<file path="config.mk">
export PLATFORM = sky130hd
export DESIGN_NAME = layer_output_sequencer
export DESIGN_NICKNAME = d
export VERILOG_FILES = /design/src/rtl/nn_pkg.sv /design/src/rtl/layer_output_sequencer.sv
export SDC_FILE = /design/constraint.sdc
export NUM_CORES = 1
export LEC_CHECK = 0
export ABC_CLOCK_PERIOD_IN_PS = 16800
export BUFFER_PORTS_ARGS = -buffer_cell sky130_fd_sc_hd__buf_2
export CORE_ASPECT_RATIO = 1.25
export CORE_MARGIN = 2
export CORE_UTILIZATION = 50
export DETAILED_ROUTE_END_ITERATION = 8
export PLACE_DENSITY = 0.73
export SETUP_SLACK_MARGIN = 0.02
export SLEW_MARGIN = 20
export SYNTH_ARGS = -nofsm -noshare
export SYNTH_HDL_FRONTEND = slang
export SYNTH_SLANG_ARGS = --single-unit
</file>
<file path="constraint.sdc">
create_clock -name clk -period 16.8 [get_ports clk]
set_input_delay 0.84 -clock clk [delete_from_list [all_inputs] [get_ports clk]]
set_output_delay 0.84 -clock clk [all_outputs]
set_load 0.01 [all_outputs]
</file>
<file path="src/rtl/nn_pkg.sv">
// rtl/nn_pkg.sv - shared neural-network datapath types and helpers
package nn_pkg;

    typedef enum logic {
        IDLE = 1'b0,
        SEND = 1'b1
    } state_t;

    // Counter width for addressing n items; never narrower than one bit.
    function automatic int idx_width(input int n);
        return (n > 1) ? $clog2(n) : 1;
    endfunction

endpackage

</file>
<file path="src/rtl/layer_output_sequencer.sv">
// rtl/layer_output_sequencer.sv - serialises one layer's parallel neuron outputs into a valid/ready stream
module layer_output_sequencer
    import nn_pkg::*;
#(
    parameter int NEURONS_NUM = 30,
    parameter int DATA_WIDTH  = 16
) (
    input  logic                              clk,
    input  logic                              reset,
    input  logic [NEURONS_NUM-1:0]            i_data_in_valid,
    input  logic [NEURONS_NUM*DATA_WIDTH-1:0] i_data_in,
    input  logic                              i_ready,
    output logic                              o_data_out_valid,
    output logic [DATA_WIDTH-1:0]             o_data_out,
    output logic                              o_last,
    output logic                              o_busy,
    output logic                              o_overrun,
    output logic                              o_partial
);

    localparam int                IDX_W    = idx_width(NEURONS_NUM);
    localparam logic [IDX_W-1:0]  LAST_IDX = IDX_W'(NEURONS_NUM - 1);

    state_t                            r_state;
    state_t                            w_state_next;
    logic [NEURONS_NUM*DATA_WIDTH-1:0] r_buf;
    logic [NEURONS_NUM*DATA_WIDTH-1:0] w_buf_next;
    logic [IDX_W-1:0]                  r_index;
    logic [IDX_W-1:0]                  w_index_next;
    logic                              r_overrun;
    logic                              w_overrun_next;
    logic                              r_partial;
    logic                              w_partial_next;

    logic                              w_trigger;
    logic                              w_all_valid;
    logic                              w_sending;
    logic                              w_at_last;
    logic                              w_handshake;

    assign w_trigger   = |i_data_in_valid;
    assign w_all_valid = &i_data_in_valid;
    assign w_sending   = (r_state == SEND);
    assign w_at_last   = w_sending && (r_index == LAST_IDX);
    // Valid comes purely from state, so ready never feeds back into valid.
    assign w_handshake = w_sending && i_ready;

    // State, shift buffer, index and sticky flags; async reset clears everything.
    always_ff @(posedge clk or posedge reset) begin
        if (reset) begin
            r_state   <= IDLE;
            r_buf     <= '0;
            r_index   <= '0;
            r_overrun <= 1'b0;
            r_partial <= 1'b0;
        end else begin
            r_state   <= w_state_next;
            r_buf     <= w_buf_next;
            r_index   <= w_index_next;
            r_overrun <= w_overrun_next;
            r_partial <= w_partial_next;
        end
    end

    // Next-state logic: capture when idle or on the final beat, shift on each handshake, otherwise flag drops.
    always_comb begin
        w_state_next   = r_state;
        w_buf_next     = r_buf;
        w_index_next   = r_index;
        w_overrun_next = r_overrun;
        w_partial_next = r_partial;

        case (r_state)
            IDLE: begin
                if (w_trigger) begin
                    w_buf_next     = i_data_in;
                    w_index_next   = '0;
                    w_state_next   = SEND;
                    w_partial_next = r_partial | ~w_all_valid;
                end
            end
            SEND: begin
                if (w_handshake) begin
                    w_buf_next = r_buf >> DATA_WIDTH;
                    if (w_at_last) begin
                        // Park the index at 0 so it never passes the last neuron.
                        w_index_next = '0;
                        w_state_next = IDLE;
                    end else begin
                        w_index_next = r_index + 1'b1;
                    end
                end
                if (w_trigger) begin
                    if (w_handshake && w_at_last) begin
                        // Back-to-back vector: the slot frees this very cycle, so no bubble.
                        w_buf_next     = i_data_in;
                        w_index_next   = '0;
                        w_state_next   = SEND;
                        w_partial_next = r_partial | ~w_all_valid;
                    end else begin
                        w_overrun_next = 1'b1;
                    end
                end
            end
            default: begin
                w_state_next = IDLE;
            end
        endcase
    end

    assign o_data_out_valid = w_sending;
    assign o_busy           = w_sending;
    assign o_data_out       = r_buf[DATA_WIDTH-1:0];
    assign o_last           = w_at_last;
    assign o_overrun        = r_overrun;
    assign o_partial        = r_partial;

endmodule
</file>
== Word level (Yosys, flattened, before mapping) ==
Index checks and enable logic that the tools add are counted.

* Word-level logic and storage cells: 42
* Bits in registers: 488
* Output and inout bits: 21
* Input port bits: 513

* Bitwise logic cells: 4
* Multiplexer cells: 21
* Reductions and logical operators: 7
* Add/sub/neg operators: 1
* Equality and inequality tests: 4

{| class="wikitable"
|+ Operators by type and width
! cell !! count
|-
| $mux W480 || 4
|-
| $pmux W480 S2 || 1
|-
| $reduce_and A30 Y1 || 1
|-
| $reduce_or A30 Y1 || 1
|-
| $mux W5 || 5
|-
| $pmux W5 S2 || 1
|-
| $mux W1 || 8
|-
| $reduce_and A3 Y1 || 2
|-
| $add A5 B1 Y5 const B || 1
|-
| $eq A5 B5 Y1 const B || 1
|-
| $ne A2 B1 Y1 const B || 2
|-
| $pmux W1 S2 || 2
|-
| $logic_and A1 B1 Y1 || 3
|-
| $not A1 Y1 || 3
|-
| $ne A2 B2 Y1 const B || 1
|-
| $or A1 B1 Y1 || 1
|}

== Logic depth before layout (Yosys ltp) ==
Gate-level depths: netlist of the first run.

* Word-level depth: 7
* Gate-level depth with buffers: 10
* Mapped depth without buffers: 7

== Least setup slack after synthesis of the first run ==
No wires, ideal clock.

* Kind: input to register
* Start point: input i_data_in_valid[24]
* End point: register r_buf[471]
* Setup slack: 14422 ps
* Setup time: 121 ps
* Buffers on the path: 3
* Data arrival time: 2257 ps
* Data required time: 16679 ps
* Cell stages on the path: 7
* Cell sequence: nor4_1 > nand4_2 > o21a_1 > buf_4 > buf_6 > buf_2 > a22o_1

* Cells in the longest elaborated chain, start to end: 3
* Elaborated cells on any way between the ends: 4
* Those cells by class: 1 x eq/ne; 2 x mux; 1 x reduce/logical

{| class="wikitable"
|+ Ends and longest elaborated chain
! item !! line !! RTL
|-
| start: declaration || layer_output_sequencer.sv:10 || <nowiki>input logic [NEURONS_NUM-1:0] i_data_in_valid,</nowiki>
|-
| $reduce_or A30 Y1 (*) || layer_output_sequencer.sv:41 || <nowiki>assign w_trigger = |i_data_in_valid;</nowiki>
|-
| $mux W480 || layer_output_sequencer.sv:93 || <nowiki>if (w_trigger) begin</nowiki>
|-
| $pmux W480 S2 || layer_output_sequencer.sv:73 || <nowiki>case (r_state)</nowiki>
|-
| end signal: assignment || layer_output_sequencer.sv:58 || <nowiki>r_buf <= w_buf_next;</nowiki>
|-
| end: declaration || layer_output_sequencer.sv:26 || <nowiki>logic [NEURONS_NUM*DATA_WIDTH-1:0] r_buf;</nowiki>
|}

Every way passes the cells marked *; elsewhere a longest branch is shown, timed or not.
A chain may end at the register's enable or synchronous reset.

== Worst setup path after layout of the first run ==
* Start point: input i_ready
* End point: register r_buf[374]

* Cells in the longest elaborated chain, start to end: 5
* Elaborated cells on any way between the ends: 6
* Those cells by class: 4 x mux; 2 x reduce/logical

{| class="wikitable"
|+ Ends and longest elaborated chain
! item !! line !! RTL
|-
| start: declaration || layer_output_sequencer.sv:12 || <nowiki>input logic i_ready,</nowiki>
|-
| $logic_and A1 B1 Y1 (*) || layer_output_sequencer.sv:46 || <nowiki>assign w_handshake = w_sending && i_ready;</nowiki>
|-
| $mux W480 or $logic_and A1 B1 Y1 (tied branches) || layer_output_sequencer.sv:83, layer_output_sequencer.sv:94 ||
|-
| $mux W480 || layer_output_sequencer.sv:94 || <nowiki>if (w_handshake && w_at_last) begin</nowiki>
|-
| $mux W480 (*) || layer_output_sequencer.sv:93 ||
|-
| $pmux W480 S2 (*) || layer_output_sequencer.sv:73 ||
|}

Marked as above.

==> results.yml, run 1 <==
synth:
  yosysWarningCount: 0
  syn_inst: 2589
  synth_area_um2: 24200
  synth_nets: 3104
  syn_area_per_cell_um2: 9.36
  ys.flop_type: "dfrtp_1"
  seq_area_frac_synth_pct: 50.4
  ys_seq_elements: 488
  synth-edff-count: 0
  async_flop_share_pct: 100
  yosys.cell_types.count: 33
sta:
  slew_headroom_pct: 23.3
  finalCritPeriodShare_pct: 26.3
  hold_viol: 0
  setup_slack_ns: 12.38
  setup_tns_ns: 0
  fmax_ghz: 0.226
  hold_slack_ns: 0.416
  worst_pin_slew_ns: 1.15
  drv_slew: 0
  setup_viol: 0
  rsz0062_at_grt: "no"
  fin_crit_ns: 4.42
  clock_skew_ns: 0.0199
power_and_ir_drop:
  clock_power_share_pct: 32.4
  cellLeakagePower_uw: 0.0114
  p_total_uw: 3510
  switching_share_pct: 28.1
  power_density_nw_per_um2: 123
  comb_power_share_pct: 19.8
  intPower_uw: 2530
  netSwitchingPower_uw: 986
  seq_power_share_pct: 47.8
  peakVddDrop_mv: 0.0800
critical_path:
  cp_max_fo: 110
  worstPathRequired_ns: 17.30
  critPathArrivalTime_ns: 4.93
  crit_type: "primary input to register"
  reg2reg_setup_slack_ns: 12.44
  worst_setup_path_start_kind: "primary input"
  worstSetupEndpointType: "register"
routing:
  ant_nets: 0
  drtPass1Iterations: 6
  num_vias: 21500
  totalWireLength_mm: 75.2
  wl_per_cell_um: 20.4
  vias_per_cell: 5.83
  drt-initial-drc-count: 2055
  drc_errors: 0
grt:
  grt_pass1_wl_mm: 118
  antenna_found_initial: 55
  grt_max_degree: 273
  grt_pass1_vias: 21400
  grt-ovfl-total: 0
  grt_use_total_pct: 29.2
die:
  core-area_um2: 48100
  start_util_pct: 50.4
  die_area_um2: 50200
  die-width_um: 201
  rows: 90
  io_pins: 534
  die_h_um: 250
clocking:
  clkTransAtPathRegs_ns: 0.06
  cts_hold_buffers: 0
  cts_resized: 0
  clock_latency_ns: 0.60
  cts_tree: "built"
  postCtsSetupRepairBufs: 0
  clock_path_buffers: 3
  clockRootBuffer: "clkbuf_16"
  htreeDepth: 2
  cts_buffers: 51
  clock-sinks: 488
flow_run:
  maxCapViolations: 0
placed_design:
  dpl_cell_area_um2: 26800
  portBuffers: 533
  place_ws_ns: 11.61
  gp_congestion: 0.882
  dp_hpwl_mm: 49.4
layout:
  drive_above_1_share_pct: 28.1
  layout_common_cells: "532 x buf_2, 487 x dfrtp_1, 471 x nand2_1, 288 x o21ai_0, 272 x a2bb2oi_1"
  multi_input_area_um2: 10900
  areaGrowthSynthToFinish_pct: 18.0
  final_common_cell: "buf_2"
  num-fill-cells: 4234
  nets: 3468
  ff_latch_area_um2: 12200
  final_area_um2: 28600
min_path:
  min_path_type: "primary input to async pin"
outcome:
  status: "finished clean"
-- routing by layer --
layer	global-route usage [%]	part of all wire, %
met1	38.1	40
met2	45.3	47
met3	7.17	7.7
met4	15.3	4.7
met5	0	0.18
-- kinds of logic (layout without fill, tap and decap cells) --
logic type,count (synthesis),count (layout),share of synthesized area [%]
AOI/OAI and AO/OA,961,961,24.5
and+or+nand+nor,695,695,11.1
DFF,488,488,50.4
buffers and inverters,251,652,4.99
muxes,192,192,8.92
adders and majority gates,2,2,0.103
other,0,45,0
-- metrics by stage --
| stage | utilization, % | std cells |
|---|---|---|
| after global routing | 59.4 | 3669 |
| after detailed placement | 55.7 | 3542 |
| after CTS | 59.1 | 3632 |
| final | 59.5 | 3679 |
| after floorplan | - | 2589 |
| after global placement | 55.7 | 3542 |
-- critical path, cell delays in order --
cell and delay [ns]:
clkbuf_8 0.43, inv_1 0.21, o21ai_2 0.41, o21a_4 0.50
buf_16 0.31, buf_4 0.84, buf_4 0.84, nand2_1 0.16
a2bb2oi_1 0.22
-- sequential cells by signal, summed over array words and instances (netlist names) --
register / count
r_index: 5
r_buf: 480
o_overrun: 1
o_busy: 1
o_partial: 1
-- synth_stat cells (2+ instances only) --
| cell type | instances | share of area (%) |
|---|---|---|
| dfrtp_1 | 488 | 50 |
| o21ai_1 | 183 | 3.8 |
| nand4_2 | 2 | 0.10 |
| inv_1 | 4 | 0.062 |
| a2bb2oi_1 | 272 | 9.8 |
| nand4_1 | 9 | 0.23 |
| buf_2 | 120 | 2.5 |
| mux2_2 | 192 | 8.9 |
| ha_1 | 2 | 0.10 |
| nor2_1 | 196 | 3.0 |
| buf_1 | 5 | 0.077 |
| nand2_1 | 472 | 7.3 |
| clkbuf_1 | 92 | 1.4 |
| nor4_1 | 9 | 0.23 |
| o21ai_0 | 288 | 5.9 |
| a21oi_1 | 194 | 4.0 |
| a22o_1 | 16 | 0.58 |
| nand3_1 | 2 | 0.041 |
| buf_4 | 29 | 0.90 |
-- worst paths after layout --
kind,start,end,cells past startpoint
hold reg to reg,o_partial$_DFFE_PP0P_,o_partial$_DFFE_PP0P_,1
min in group clk,i_data_in[473],r_buf[473]$_DFFE_PP0P_,2
hold / removal,reset,r_buf[368]$_DFFE_PP0P_,2
setup / recovery,i_ready,r_buf[374]$_DFFE_PP0P_,9
max in group asynchronous,reset,r_buf[49]$_DFFE_PP0P_,5
setup reg to reg,r_index[1]$_DFFE_PP0P_,r_buf[374]$_DFFE_PP0P_,10
-- power groups by stage --
stage | logic [uW] | registers, uW | clock network (uW)
2_1_floorplan | 561 | 1600 | 0
3_3_place_gp | 668 | 1670 | 0
3_5_place_dp | 692 | 1690 | 0
4_1_cts | 698 | 1670 | 1160
5_1_grt | 773 | 1710 | 1200
6_report | 697 | 1680 | 1140
-- layout make-up --
type                            instances  share of cell area, %
Timing Repair Buffer                  558                   10.2
Clock buffer                           71                   5.04
Antenna cell                           45                  0.394
Tap cell                              644                   2.82
Inverter                                4                 0.0788
Sequential cell                       488                   42.7
Multi-Input combinational cell       1850                   38.0
Clock inverter                         19                  0.744
Power figures use the tool's default switching activity.
==> run 2: changes to the inputs <==
--- a/config.mk
+++ b/config.mk
@@ -5,13 +5,13 @@
 export SDC_FILE = /design/constraint.sdc
 export NUM_CORES = 1
 export LEC_CHECK = 0
-export ABC_CLOCK_PERIOD_IN_PS = 16800
+export ABC_CLOCK_PERIOD_IN_PS = 3800
 export BUFFER_PORTS_ARGS = -buffer_cell sky130_fd_sc_hd__buf_2
 export CORE_ASPECT_RATIO = 1.25
 export CORE_MARGIN = 2
 export CORE_UTILIZATION = 50
 export DETAILED_ROUTE_END_ITERATION = 8
-export PLACE_DENSITY = 0.73
+export PLACE_DENSITY = 0.76
 export SETUP_SLACK_MARGIN = 0.02
 export SLEW_MARGIN = 20
 export SYNTH_ARGS = -nofsm -noshare
==> constraint.sdc (replaced) <==
create_clock -name clk -period 3.8 [get_ports clk]
set_input_delay 0.19 -clock clk [delete_from_list [all_inputs] [get_ports clk]]
set_output_delay 0.19 -clock clk [all_outputs]
set_load 0.01 [all_outputs]
==> run 2 against run 1 <==
Compared with the run above: count of clock-buffer cells in the layout unchanged; critical path depth down 1; highest routed layer unchanged; core utilization rose by 11 points; register-to-register slack got worse by 12 ns; flip-flop and latch count did not move.
==> results.yml, run 2 (synthesized netlist as in run 1, its figures left out) <==
sta:
  fin_crit_ns: 2.98
  slew_headroom_pct: 28.9
  clock_skew_ns: 0.0153
  setup_tns_ns: 0
  worst_pin_slew_ns: 1.07
  drv_slew: 0
  fmax_ghz: 0.335
  hold_slack_ns: 0.0404
  rsz0062_at_grt: "no"
  setup_viol: 0
  finalCritPeriodShare_pct: 78.4
  setup_slack_ns: 0.819
  hold_viol: 0
layout:
  areaGrowthSynthToFinish_pct: 39.7
  largest_reg_flops: 480
  drive_above_1_share_pct: 24.7
  nets: 3969
  max_flop_register: "r_buf"
  final_area_um2: 33800
  final_common_cell: "buf_2"
  layout_common_cells: "532 x buf_2, 487 x dfrtp_1, 484 x dlygate4sd3_1, 471 x nand2_1, 288 x o21ai_0"
  reg_top3: "r_buf: 480 flops, r_index: 5 flops"
routing:
  drt-initial-drc-count: 3116
  ant_nets: 0
  wl_per_cell_um: 23.3
  drc_errors: 0
  drtPass1Iterations: 6
  totalWireLength_mm: 97.1
  vias_per_cell: 6.13
  num_vias: 25500
critical_path:
  worstPathRequired_ns: 4.30
  crit_chain: "dlygate4sd3_1 > buf_2 > nor4_1 > nand4_2 > o31ai_4 > buf_12 > nor2_1 > o21ai_1"
  worstSetupEndpointType: "register"
  critPathArrivalTime_ns: 3.48
  crit_buf_inv: 3
  cp_slowest_cell: "dlygate4sd3_1"
  worst_setup_path_start_kind: "primary input"
  crit_family: "buffers and inverters"
  crit_type: "primary input to register"
  critPathMaxStageDelay_ns: 0.56
  cp_max_fo: 192
die:
  io_pins: 534
  die_area_um2: 50200
  core-area_um2: 48100
  start_util_pct: 50.4
  rows: 90
  die-width_um: 201
  die_h_um: 250
outcome:
  status: "finished clean"
clocking:
  htreeDepth: 2
  clock_path_buffers: 3
  clock-sinks: 488
  cts_tree: "built"
  cts_resized: 0
  cts_buffers: 49
  clock_latency_ns: 0.59
  clkTransAtPathRegs_ns: 0.06
  clockRootBuffer: "clkbuf_16"
placed_design:
  dpl_cell_area_um2: 27200
  portBuffers: 533
  place_ws_ns: 1.17
  gp_congestion: 0.895
  dp_hpwl_mm: 50.6
power_and_ir_drop:
  cellLeakagePower_uw: 0.0136
  power_density_nw_per_um2: 487
  peakVddDrop_mv: 0.367
grt:
  grt_pass1_vias: 26000
  grt_use_total_pct: 38.5
  grt_pass1_wl_mm: 150
  grt-ovfl-total: 0
  antenna_found_initial: 27
  grt_max_degree: 194
min_path:
  min_path_type: "primary input to register"
flow_run:
  maxCapViolations: 0
## run 2: cell count changes in the layout (fill, tap and decap cells not counted), moves of 5 or more
cell	change
dlygate4sd3_1	+484
buf_6	-5
diode_2	-24
buf_12	+25
## run 2: worst reg2reg max path: stages, from the launching register on
cell,delay (ns)
dfrtp_1,0.39
inv_1,0.08
ha_1,0.16
nand4_1,0.21
o21ai_2,0.25
buf_4,0.20
o31ai_4,0.09
buf_12,0.22
nor2_1,1.04
o21ai_1,0.13
## run 2: path summary, 6_finish.rpt
kind | to | cells after the start | slack [ns] | startpoint
min in group asynchronous | r_buf[201]$_DFFE_PP0P_ | 3 | 0.24 | reset
min | o_partial$_DFFE_PP0P_ | 5 | 0.04 | i_data_in_valid[25]
max in group asynchronous | r_buf[346]$_DFFE_PP0P_ | 5 | 2.51 | reset
max reg2reg | r_buf[75]$_DFFE_PP0P_ | 9 | 0.89 | r_index[1]$_DFFE_PP0P_
max | r_buf[75]$_DFFE_PP0P_ | 8 | 0.82 | i_data_in_valid[13]
min reg2reg | o_partial$_DFFE_PP0P_ | 1 | 0.47 | o_partial$_DFFE_PP0P_
## run 2: routing by layer
layer / vias up / GRT usage [%] / wire, um
li1: 10900 / - / -
met5: - / 0.579 / 94
met4: 14 / 25.9 / 7680
met1: 12200 / 47.2 / 35200
met3: 577 / 11.9 / 9430
met2: 1837 / 58.5 / 44700
## run 2: report_power, final
part	leakage [uW]	switching, uW	internal, uW	total [uW]
registers	0.00504	1140	6420	7560
clock network	0.000847	2140	3080	5210
logic	0.00770	1540	2190	3720
## run 2: final cells by class
cell class,count,area [um^2]
inverters,4,18.8
flip-flops and latches,488,12200
clock buffers,71,1460
repair buffers,1061,8180
clock inverters,19,254
diodes,21,52.6
well taps,644,806
fillers,3177,14200
multi-input cells,1850,10900
## run 2: per-stage QoR
stage          instances  total power [uW]  util [%]
3_3_place_gp        3563             10400      56.6
5_1_grt             4150             17100      70.3
6_report            4158             16500      70.4
3_5_place_dp        3563             10600      56.6
4_1_cts             4137             16200      70.3
2_1_floorplan       2589              9540         -
## run 2: repair_timing
| item | CTS | global route |
|---|---|---|
| buffers inserted | 0 | 0 |
| hold endpoints to repair | 500 | 0 |
| hold buffers | 484 | 0 |
